`src/rtl/lin_interp.sv`:
```
// lin_interp: upsampling linear interpolator for unsigned W-bit sample streams.
// Each accepted input sample produces R = 2^LOG2R output beats. The beats ramp
// linearly from the previously emitted sample to the new one, and the last beat
// equals the new sample exactly. Valid/ready flow control is used on both sides.
// Optional feature macro: LIN_INTERP_ZOH_EN. When it is defined, the block runs
// in zero-order-hold mode: every beat equals the new sample and no ramp
// arithmetic is built.
module lin_interp #(
  parameter int W     = 4,
  parameter int LOG2R = 2
) (
  input  logic         clk,
  input  logic         rst,
  input  logic         in_valid,
  output logic         in_ready,
  input  logic [W-1:0] in,
  output logic         out_valid,
  input  logic         out_ready,
  output logic [W-1:0] out
);

  localparam int R = 1 << LOG2R;
  localparam logic [LOG2R:0] K_ONE  = {{LOG2R{1'b0}}, 1'b1};
  localparam logic [LOG2R:0] K_LAST = R[LOG2R:0];

  typedef enum logic {IDLE, RUN} state_t;

  state_t         state, state_nx;
  logic [W-1:0]   prev, prev_nx;
  logic [W-1:0]   cur, cur_nx;
  logic [LOG2R:0] k, k_nx;
  logic [W-1:0]   out_nx;
  logic           out_valid_nx;
  logic [LOG2R:0] k_inc;

`ifdef LIN_INTERP_ZOH_EN
  // Zero-order hold: every beat repeats the new sample.
  function automatic logic [W-1:0] interp_beat(input logic [W-1:0] a,
                                               input logic [W-1:0] b,
                                               input logic [LOG2R:0] kk);
    return b;
  endfunction
`else
  // a + floor((b - a) * kk / R). The arithmetic shift floors toward minus
  // infinity, so the result stays in [min(a,b), max(a,b)]. Because of that,
  // truncating the sum to W bits loses nothing and no saturation is needed.
  function automatic logic [W-1:0] interp_beat(input logic [W-1:0] a,
                                               input logic [W-1:0] b,
                                               input logic [LOG2R:0] kk);
    logic signed [W:0]       diff;
    logic signed [W+LOG2R:0] diff_x;
    logic signed [W+LOG2R:0] k_x;
    logic signed [W+LOG2R:0] prod;
    logic signed [W+LOG2R:0] sum;
    diff   = $signed({1'b0, b}) - $signed({1'b0, a});
    diff_x = {{LOG2R{diff[W]}}, diff};
    k_x    = $signed({{W{1'b0}}, kk});
    prod   = diff_x * k_x;
    sum    = $signed({{(LOG2R+1){1'b0}}, a}) + (prod >>> LOG2R);
    return sum[W-1:0];
  endfunction
`endif

  // Input acceptance depends only on registered state.
  assign in_ready = (state == IDLE);
  assign k_inc    = k + K_ONE;

  // Next-state and next-output decode. Everything holds by default, which is
  // also what a stall (out_ready=0 in RUN) requires.
  always_comb begin
    state_nx     = state;
    prev_nx      = prev;
    cur_nx       = cur;
    k_nx         = k;
    out_nx       = out;
    out_valid_nx = out_valid;
    if (state == IDLE) begin
      if (in_valid) begin
        cur_nx       = in;
        k_nx         = K_ONE;
        state_nx     = RUN;
        out_valid_nx = 1'b1;
        out_nx       = interp_beat(prev, in, K_ONE);
      end
    end else begin
      if (out_ready) begin
        if (k == K_LAST) begin
          // The final beat carried cur, which becomes the ramp origin next time.
          prev_nx      = cur;
          out_valid_nx = 1'b0;
          state_nx     = IDLE;
          k_nx         = '0;
        end else begin
          k_nx   = k_inc;
          out_nx = interp_beat(prev, cur, k_inc);
        end
      end
    end
  end

  // State and output registers. Asynchronous reset abandons any ramp in flight.
  always_ff @(posedge clk or negedge rst) begin
    if (!rst) begin
      state     <= IDLE;
      prev      <= '0;
      cur       <= '0;
      k         <= '0;
      out       <= '0;
      out_valid <= 1'b0;
    end else begin
      state     <= state_nx;
      prev      <= prev_nx;
      cur       <= cur_nx;
      k         <= k_nx;
      out       <= out_nx;
      out_valid <= out_valid_nx;
    end
  end

endmodule

```
`config.mk`:
```
export PLATFORM = sky130hd
export DESIGN_NAME = lin_interp
export DESIGN_NICKNAME = d
export VERILOG_FILES = /design/src/rtl/lin_interp.sv
export SDC_FILE = /design/constraint.sdc
export NUM_CORES = 1
export LEC_CHECK = 0
export CAP_MARGIN = 0
export CORE_ASPECT_RATIO = 1.4
export CORE_MARGIN = 2
export CORE_UTILIZATION = 46
export DETAILED_ROUTE_END_ITERATION = 7
export GPL_ROUTABILITY_DRIVEN = 0
export PLACE_DENSITY = 0.78
export SYNTH_ARGS = -nofsm -noshare
export SYNTH_HDL_FRONTEND = slang
export SYNTH_SLANG_ARGS = --single-unit
```
`constraint.sdc`:
```
create_clock -name clk -period 4 [get_ports clk]
set_input_delay 0.4 -clock clk [delete_from_list [all_inputs] [get_ports clk]]
set_output_delay 0.4 -clock clk [all_outputs]
set_load 0.01 [all_outputs]
```
* After elaboration in Yosys (flattened, before gate mapping)
Index checks and enable logic that the tools add are counted. Widths: inputs -> output; s select.
Word-level totals: word-level logic and storage cells 39, bits of input ports 8, register bits 17, output and inout port bits 6
Cells by class: multipliers 1, equality and inequality tests 4, $add $sub $neg 5, reductions and logical operators 6, bitwise logic cells 1, muxes and demuxes 16
Operators with widths (count):
- $mux 4 | 4
- $mux 3 | 4
- $sub 4x4->5 | 2
- $reduce_and 3->1 | 3
- $mux 1 | 8
- $mul 5x4->6 | 1
- $add 4x3->4 | 1
- $add 4x4->4 | 1
- $ne 2x2->1 const B | 2
- $reduce_and 2->1 | 2
- $add 3x1->3 const B | 1
- $eq 3x3->1 const B | 1
- $ne 2x1->1 const B | 1
- $reduce_bool 2->1 | 1
- $not 1->1 | 1

* Longest topological paths before layout
depth in word-level cells 6, mapped depth 20, mapped depth without buffers 20

* Worst setup path after synthesis
No wires, ideal clock.
path kind register -> register, from register cur[0], to register out[3], arrival 3.914 ns, period minus slack after synthesis 3.994 ns, cell stages (with the launch flop) 20, slack 0.006 ns, path buffers 0, cell sequence dfrtp_1 inv_1 ha_1 inv_1 fa_1 xnor2_1 nor2b_1 ha_1 fa_1 fa_1 nand2_1 o21ai_1 ha_1 a21o_1 a21oi_1 xnor2_1 inv_1 nand3_1 a21oi_1 nor3_2
On the way: cells in the longest elaborated chain, start to end 6
Ends and longest elaborated chain:
- start, declared | RTL line 30 | logic [W-1:0] cur, cur_nx;
- start signal, assigned | RTL line 113 | cur <= cur_nx;
- $sub 4x4->5 | RTL line 55 | diff = $signed({1'b0, b}) - $signed({1'b0, a});
- $mul 5x4->6 | RTL line 58 | prod = diff_x * k_x;
- $add 4x4->4 | RTL line 59 | sum = $signed({{(LOG2R+1){1'b0}}, a}) + (prod >>> LOG2R);
- $mux 4 | RTL line 87 | if (k == K_LAST) begin
- $mux 4 | RTL line 86 | if (out_ready) begin
- $mux 4 | RTL line 77 | if (state == IDLE) begin
- end signal, assigned | RTL line 115 | out <= out_nx;
- end, declared | RTL line 19 | output logic [W-1:0] out
Every way passes these cells. The select of a mux whose other input is x is not followed. A chain may end at the register's enable or synchronous reset.

* Worst setup path in the final report
Ends and elaborated chain as after synthesis.

==> out/summary.md <==
### Outcome
* outcome: finished, violations left
* failing checks: negative setup slack

### Place
* buffers added on ports: 13
* HPWL after detailed placement: 2330 µm
* Place WS: -0.180 ns

### Logic synthesis
* count of warnings emitted by yosys: 0
* cell area after synthesis: 0.00141 mm²
* share of the synthesized area in the top cell type: 0.303
* synthesized area per cell: 9.90 µm²
* top cell types by occurrence after synthesis: ha_1 (19), dfrtp_1 (17), inv_1 (12), xnor2_1 (12), nand2_1 (10)
* library cells used by synthesis: 35
* library cell with the highest instance count after synthesis: ha_1
* number of enable flip-flop cells after synthesis: 0
* share of synthesized area occupied by flip-flops and latches: 0.303
* total of flip-flops plus latches after synthesis: 17
* number of cells produced by synthesis: 142
* library cell occupying the most area in the post-synthesis netlist: dfrtp_1
* async set or reset register ratio after synthesis: 1.00
* most used flip-flop cell after synthesis: dfrtp_1
* synthesized netlist net count: 174
* main area contributors after synthesis: dfrtp_1 (30%), ha_1 (17%), xnor2_1 (7.5%)

### STA
* least setup slack across all paths after layout: -0.0824 ns
* Slew @ Worst Pin: 0.764 ns
* post-layout minimum cycle time: 4.08 ns
* RSZ-0062 raised after global routing: true
* Setup TNS Final: -0.0824 ns
* highest clock rate: 245 MHz
* final number of hold-violating endpoints: 0
* maximum clock skew at final layout: 0.00198 ns
* max-slew violations: 0
* final clock period utilization by the worst path: 1.02
* Max transition margin: 0.489
* count of final setup violators: 1

### Clocking
* CTS tree: yes
* clock tree sinks: 17
* CTS Root Cell: clkbuf_8
* number of clock buffers inserted by TritonCTS: 3
* maximum level of the CTS H-tree: 1
* clock slew seen by the registers of the worst setup and hold paths: 0.06 ns
* clock latency of the later-clocked register in the worst-skew pair: 0.25 ns
* Hold Buf Count CTS: 0
* buffer depth of the longest clock path: 2

### Floorplan
* Die Outline Area: 0.00352 mm²
* core area: 0.00288 mm²
* Cell Rows: 23
* Die Y: 69.4 µm
* Boundary Pins: 14
* starting utilization of the core area: 0.488
* width of the die: 50.7 µm

### Worst hold path
* Min-Delay Path Class: reg2reg
* number of instances on the worst hold path: 1
* startpoint of the worst hold path: out_valid
* sink of the worst hold path: out_valid

### Flow run
* maxcap violations: 0

### Worst setup path
* required time at the endpoint of the critical path: 4.17 ns
* internal reg-to-reg setup slack: -0.08 ns
* Worst EP arrival: 4.25 ns
* reg-to-reg endpoint: out[3]
* r2r startpoint: cur[0]
* critical path fanouts, max: 3
* Worst R2R Path Depth: 19
* critical setup path kind: reg2reg
* CP Capture Type: register
* crit path launch type: register

### Global route
* pin count of the biggest net entering global routing: 18
* GRT Util Overall: 0.206
* wire length of the first global-routing pass: 5510 µm
* via count of the first global-routing pass: 1,193
* initial antenna violation count: 0
* Overflow after GRT: 0

### Route
* number of violations reported at the end of detailed-routing iteration 0: 17
* detailed-route wire length per cell: 16.1 µm
* final wirelength: 3310 µm
* drt first pass iters: 4
* DRT antenna net count: 0
* total number of vias: 1,118
* post-detailed-route via-to-cell ratio: 5.45
* number of design rule violations left after detail routing: 0

### Layout
* area growth from synthesis to layout: 29.6%
* Layout Nets: 201
* layout cell share with drive strength beyond 1: 0.238
* Antenna diodes: 0

==> placed cells by master (no fill, tap or decap), types with 2 or more instances in the layout <==
master and count:
clkbuf_8 3, buf_4 13, inv_1 9, inv_2 3, a21oi_2 4, o21ai_1 6, a21o_1 5, and2_1 3
o21ai_0 2, fa_1 3, clkdlybuf4s50_1 13, fa_2 2, xnor2_2 3, nand2_1 10, nor2_1 6, mux2_1 8
nor2b_1 3, dfrtp_1 17, ha_4 4, xnor2_1 10, a21oi_1 3, ha_1 14
==> layer usage <==
layer	wire length (µm)	global-route usage	part of all wire
met1	1290	0.248	0.39
met3	106	0.0151	0.032
met5	0	0	0
met2	1780	0.354	0.54
met4	123	0.114	0.037
==> logic make-up (layout without fill, tap and decap cells) <==
logic type / Yosys count / in the layout / synth area share
buffers and inverters: 17 / 43 / 0.0472
flip-flops: 17 / 17 / 0.303
adder cells (fa/ha/maj): 24 / 24 / 0.240
AO/OA/AOI/OAI: 28 / 28 / 0.124
XOR/XNOR: 13 / 13 / 0.0864
AND/OR/NAND/NOR: 35 / 35 / 0.135
multiplexers: 8 / 8 / 0.0641
==> final cells by class <==
| type | count | area (µm²) |
|---|---|---|
| fillers | 233 | 1060 |
| multi-input cells | 108 | 1030 |
| flip-flops and latches | 17 | 425 |
| repair buffers | 26 | 228 |
| inverters | 13 | 48.8 |
| well taps | 37 | 46.3 |
| clock buffers | 4 | 45.0 |
==> metrics by stage <==
| stage | cell area, µm² | hold slack [ns] | util | cells |
|---|---|---|---|---|
| 2_1_floorplan | 1410 | 0.104 | - | 142 |
| 3_3_place_gp | 1640 | 0.458 | 0.570 | 198 |
| 3_5_place_dp | 1640 | 0.473 | 0.570 | 198 |
| 4_1_cts | 1750 | 0.488 | 0.610 | 204 |
| 5_1_grt | 1820 | 0.498 | 0.633 | 205 |
| 6_report | 1820 | 0.482 | 0.633 | 205 |
==> sequential cells by signal, indices dropped and copies added, names as in the netlist <==
register / flops
cur: 4
k: 3
out: 4
out_valid: 1
prev: 4
state: 1
==> worst max-delay path: stages (launching register included) <==
cell and delay [ns]:
dfrtp_1 0.37, inv_2 0.07, ha_4 0.12, inv_2 0.04, fa_2 0.40, xnor2_2 0.15, nor2b_2 0.16, ha_4 0.23
fa_2 0.59, fa_1 0.41, nand2_1 0.09, o21ai_2 0.07, ha_1 0.33, a21o_1 0.19, a21oi_2 0.18, xnor2_2 0.15
inv_1 0.09, nand3_2 0.10, a21oi_2 0.05, nor3_2 0.20
==> what timing repair did <==
action,in CTS,in global routing
pin swaps,7,10
setup buffers,2,1
gates resized for setup,11,11
setup endpoints to repair,1,2
==> worst max-delay path by stage <==
stage / from / endpoint / slack, ns
2_1_floorplan: cur[0] / out[3] / 0.006
3_3_place_gp: cur[0] / out[3] / -0.02
3_5_place_dp: cur[0] / out[3] / -0.18
4_1_cts: prev[0] / out[3] / 0.006
5_1_grt: cur[0] / out[3] / -0.24
6_report: cur[0] / out[3] / -0.08
Power is left out: the tool's default activity adds up to more than one toggle a clock period on the data nets, which glitch-free logic cannot reach.
